[src/rtl/disp_pkg.sv]
// Shared definitions for the seven-segment scan driver: control-word layout,
// scan FSM encoding and the active-low hex glyph table.
package disp_pkg;

  localparam int unsigned EN_LSB    = 0;
  localparam int unsigned DP_LSB    = 8;
  localparam int unsigned BLANK_BIT = 16;

  typedef enum logic [1:0] {
    StInit,
    StGuard,
    StOn
  } state_e;

  // Segments {g,f,e,d,c,b,a}, active-low; element 15 is listed first.
  localparam logic [15:0][6:0] SEG_LUT = {
    7'h0E, 7'h06, 7'h21, 7'h46, 7'h03, 7'h08, 7'h10, 7'h00,
    7'h78, 7'h02, 7'h12, 7'h19, 7'h30, 7'h24, 7'h79, 7'h40
  };

endpackage

[src/rtl/hex7seg.sv]
// Combinational hex nibble to active-low seven-segment glyph decoder.
module hex7seg
  import disp_pkg::*;
(
  input  logic [3:0] hex,
  output logic [6:0] seg
);

  assign seg = SEG_LUT[hex];

endmodule

[src/rtl/disp_scan.sv]
// Time-multiplexed 8-digit common-anode display driver. Shadows value/ctrl once per
// frame and scans one digit per DIV-cycle slot, each slot opening with GUARD blank cycles.
module disp_scan
  import disp_pkg::*;
#(
  parameter int unsigned DIV   = 50000,
  parameter int unsigned GUARD = 500
) (
  input  logic        clk,
  input  logic        rst,
  input  logic [31:0] value,
  input  logic [31:0] ctrl,
  output logic [7:0]  an,
  output logic [6:0]  seg,
  output logic        dp_n,
  output logic        frame
);

  localparam int unsigned PW = $clog2(DIV);
  localparam logic [PW-1:0] PRE_LAST   = PW'(DIV - 1);
  localparam logic [PW-1:0] GUARD_LAST = PW'(GUARD - 1);

  state_e        state_q;
  logic [PW-1:0] presc_q;
  logic [2:0]    idx_q;
  logic [31:0]   val_sh_q;
  logic [16:0]   ctrl_sh_q;

  logic [3:0] nibble;
  logic [6:0] glyph;
  logic [7:0] en;
  logic [7:0] dp;
  logic       lit;
  logic       unused_ctrl;

  assign unused_ctrl = ^ctrl[31:17];

  assign nibble = val_sh_q[{idx_q, 2'b00} +: 4];
  assign en     = ctrl_sh_q[EN_LSB +: 8];
  assign dp     = ctrl_sh_q[DP_LSB +: 8];
  assign lit    = !ctrl_sh_q[BLANK_BIT] && en[idx_q];

  hex7seg u_hex7seg (
    .hex (nibble),
    .seg (glyph)
  );

  always_ff @(posedge clk or negedge rst) begin
    if (!rst) begin
      state_q   <= StInit;
      presc_q   <= '0;
      idx_q     <= '0;
      val_sh_q  <= '0;
      ctrl_sh_q <= '0;
      an        <= 8'hFF;
      seg       <= 7'h7F;
      dp_n      <= 1'b1;
      frame     <= 1'b0;
    end else begin
      // Outputs follow the state of the previous cycle, so blanking leads the anode switch.
      frame <= 1'b0;
      an    <= 8'hFF;
      seg   <= 7'h7F;
      dp_n  <= 1'b1;
      if (state_q == StOn) begin
        seg <= glyph;
        if (lit) begin
          an   <= ~(8'h01 << idx_q);
          dp_n <= ~dp[idx_q];
        end
      end

      case (state_q)
        StInit: begin
          val_sh_q  <= value;
          ctrl_sh_q <= ctrl[16:0];
          frame     <= 1'b1;
          idx_q     <= '0;
          presc_q   <= '0;
          state_q   <= StGuard;
        end
        StGuard: begin
          presc_q <= presc_q + 1'b1;
          if (presc_q == GUARD_LAST) state_q <= StOn;
        end
        StOn: begin
          if (presc_q == PRE_LAST) begin
            presc_q <= '0;
            state_q <= StGuard;
            if (idx_q == 3'd7) begin
              idx_q     <= '0;
              val_sh_q  <= value;
              ctrl_sh_q <= ctrl[16:0];
              frame     <= 1'b1;
            end else begin
              idx_q <= idx_q + 1'b1;
            end
          end else begin
            presc_q <= presc_q + 1'b1;
          end
        end
        default: state_q <= StInit;
      endcase
    end
  end

endmodule

[config.mk]
export PLATFORM = sky130hd
export DESIGN_NAME = disp_scan
export DESIGN_NICKNAME = d
export VERILOG_FILES = /design/src/rtl/disp_pkg.sv /design/src/rtl/hex7seg.sv /design/src/rtl/disp_scan.sv
export SDC_FILE = /design/constraint.sdc
export NUM_CORES = 1
export LEC_CHECK = 0
export BUFFER_PORTS_ARGS = -buffer_cell sky130_fd_sc_hd__buf_2
export CAP_MARGIN = 10
export CELL_PAD_IN_SITES_DETAIL_PLACEMENT = 2
export CELL_PAD_IN_SITES_GLOBAL_PLACEMENT = 2
export CORE_MARGIN = 3
export CORE_UTILIZATION = 29
export CTS_CLUSTER_DIAMETER = 150
export DETAILED_ROUTE_END_ITERATION = 8
export PLACE_DENSITY_LB_ADDON = 0.25
export RECOVER_POWER = 50
export SETUP_SLACK_MARGIN = 0.05
export SYNTH_ARGS = -nofsm -noshare
export SYNTH_HDL_FRONTEND = slang
export SYNTH_SLANG_ARGS = --single-unit
[constraint.sdc]
create_clock -name clk -period 5.55 [get_ports clk]
set_input_delay 0 -clock clk [delete_from_list [all_inputs] [get_ports clk]]
set_output_delay 0 -clock clk [all_outputs]
set_load 0.05 [all_outputs]
==> metrics.csv <==
metric;value;unit
hold_ws;409.8;ps
vias;3058;
clk_pin_slew;60;ps
start_kind;register;
p_per_area;241.1;nW/um^2
crit_family;buffers and inverters;
layout_common_cells;dfrtp_1 (71), dlygate4sd3_1 (50), buf_2 (49);
power.leakage;2.380;nW
r2r-start;state_q[0];
power_frac_seq;0.501;
cts_tree;built;
path_max_fanout;32;
nets;537;
power;1.324;mW
syn-cell-area;4229;sq um
avgRoutedWirePerCell;17.80;microns
layout-drive-gt1-share;0.3239;
placed_cells;574;
min_path_type;in2reg;
fin_crit_sh;0.5306;
initial_core_util;0.3000;
io_pins;83;
ir_drop;0.1368;mV
internal_power;1.016;mW
cp-endpoint;val_sh_q[1];
grt_util_all_layers;0.1503;
critPathSlowestCell;o21a_2;
tightest_slew;2209;ps
final_cells;640;
clock-root-buffer;clkbuf_16;
reg2reg_depth;7;
yosys_warnings;0;
htree_levels;3;
grt_overflow;0;
post_cts_resized;0;
max_stage_delay;510;ps
swShare;0.2326;
violations;max-capacitance violations, max-slew violations;
status;complete, but fails checks;
dpl_worst_slack;2599;ps
syn_inst;337;
grt_max_degree;48;
clock_skew;6.645;ps
antenna_cells;0;
grt_setup_unrepaired;false;
ys_types;40;
path_common_cell;inv_1;
path_depth;7;
reg2reg_to;val_sh_q[1];
end_kind;register;
path_cells;inv_1 -> ha_1 -> inv_1 -> nand2_1 -> o21a_2 -> buf_4 -> mux2_2;
cts.path.max_buffers;2;
cts_buffers;9;
max_slew_margin;-0.4724;
setup_ws;2605;ps
clock.fmax;0.3396;GHz
dieArea;16070;sq um
drc_errors;0;
port_buffers;67;
seq_area_frac_synth;0.5195;
drv_slew;42;
rows;43;
grt_pass1_wl;19.09;mm
synthArstFlopShare;1.000;
p_sw;308.0;uW
synthFlopType;dfrtp_1;
clk_latency;350;ps
clkPwrFrac;0.421;
setup-tns-final;0;ps
cts_setup_buffers;0;
startpoint;state_q[0];
drv_cap;1;
crit_required;5780;ps
arrival;3180;ps
syn_nets;419;
die_h;126.8;microns
gp_congestion;0.7172;
drt_iter0_drc;132;
antenna_found_initial;0;
core_area;14100;sq um
r2r_slack;2610;ps
path_buf_inv;3;
ant_nets;0;
wl;11.40;mm
cts_sinks;87;
avgSynthCellArea;12.55;sq um
finalCriticalPeriod;2945;ps
die_width;126.8;microns
synth-edff-count;0;
worstSetupPathType;reg2reg;
layout_commonest_cell;dfrtp_1;
pwr-share-comb;0.078;
dr.pass1.iters;4;
synth_seq_cells;87;
place_hpwl;7.698;mm
setup_viol;0;
via_per_inst;4.778;
first_global_vias;3534;
area_growth;29.85;%
finalHoldViolations;0;
-- how the worst min path moves through the flow --
stage               startpoint            end  slack [ps]  depth (start not counted)
finish               value[12]   val_sh_q[12]         410                          3
global placement           rst  ctrl_sh_q[16]          20                          1
detailed placement         rst  ctrl_sh_q[16]          30                          1
global route         value[11]   val_sh_q[11]         410                          3
CTS                        rst       idx_q[0]         200                          2
floorplan                  rst   ctrl_sh_q[0]        -300                          0
-- state kept, by name (all words and copies together) (netlist names) --
name and count:
dp_n 1, state_q 2, ctrl_sh_q 17, presc_q 16, val_sh_q 32, an 8, frame 1, idx_q 3
seg 7
-- worst register-to-register path: cells and delay by family (launching register included) --
family	cells	cell delay, ps
compound gates	1	510
fa+ha+maj	1	430
simple gates	1	180
mux	1	420
flops	1	410
buf+inv	3	870
-- metrics by stage --
stage / area, sq um / utilization
after floorplan: 4229 / -
after global placement: 4750 / 0.3369
after detailed placement: 4750 / 0.3369
after CTS: 5517 / 0.3914
after global routing: 5492 / 0.3896
final: 5492 / 0.3896
-- cell type report --
cell class              count  area, sq um
fillers                  1520         8605
clock inverters             6        37.54
flip-flops and latches     87         2197
inverters                  16        60.06
clock buffers              10        229.0
repair buffers            121        843.3
well taps                 180        225.2
multi-input cells         220         1899
-- cell usage after synthesis (4+ instances only) --
cell type / number / share of area
nand4_1: 5 / 0.0074
nand2_1: 37 / 0.033
nand3_1: 20 / 0.024
o311ai_0: 4 / 0.0083
mux2i_1: 13 / 0.031
nor3_1: 5 / 0.0059
o21ai_0: 7 / 0.0083
clkbuf_1: 5 / 0.0044
dfrtp_1: 71 / 0.42
xor2_1: 6 / 0.012
ha_1: 16 / 0.047
mux2_4: 10 / 0.036
buf_2: 5 / 0.0059
mux2_2: 42 / 0.11
a21oi_1: 4 / 0.0047
mux4_2: 10 / 0.053
inv_1: 16 / 0.014
dfstp_2: 16 / 0.099
nor2_1: 13 / 0.012
-- power by group through the flow --
stage / combinational [mW] / sequential, mW / clock (mW)
floorplan: 0.0367 / 0.670 / 0
CTS: 0.105 / 0.663 / 0.581
finish: 0.103 / 0.663 / 0.558
global route: 0.115 / 0.665 / 0.608
detailed placement: 0.0778 / 0.674 / 0
global placement: 0.0743 / 0.673 / 0
-- cells by family (layout without fill, tap and decap cells) --
kind of cell	count (synthesis)	after routing	share of synthesized area
AO/OA/AOI/OAI	29	29	0.04763
XOR/XNOR	6	6	0.01243
adder cells (fa/ha/maj)	16	16	0.04734
buffers and inverters	30	153	0.03166
flip-flops	87	87	0.5195
multiplexers	75	75	0.2314
AND/OR/NAND/NOR	94	94	0.1101
-- what timing repair did --
| action | 4_1_cts | 5_1_grt |
|---|---|---|
| endpoints found under the hold margin | 81 | 0 |
| hold buffers | 50 | 0 |
| setup endpoints to repair | 0 | 0 |
-- metal layers --
layer	routed length [microns]	global-route usage
met5	0	0
met4	169	0.04543
met3	322	0.03368
met2	5990	0.2668
met1	4913	0.1814
Note: power is estimated with default switching activity, not from simulation.
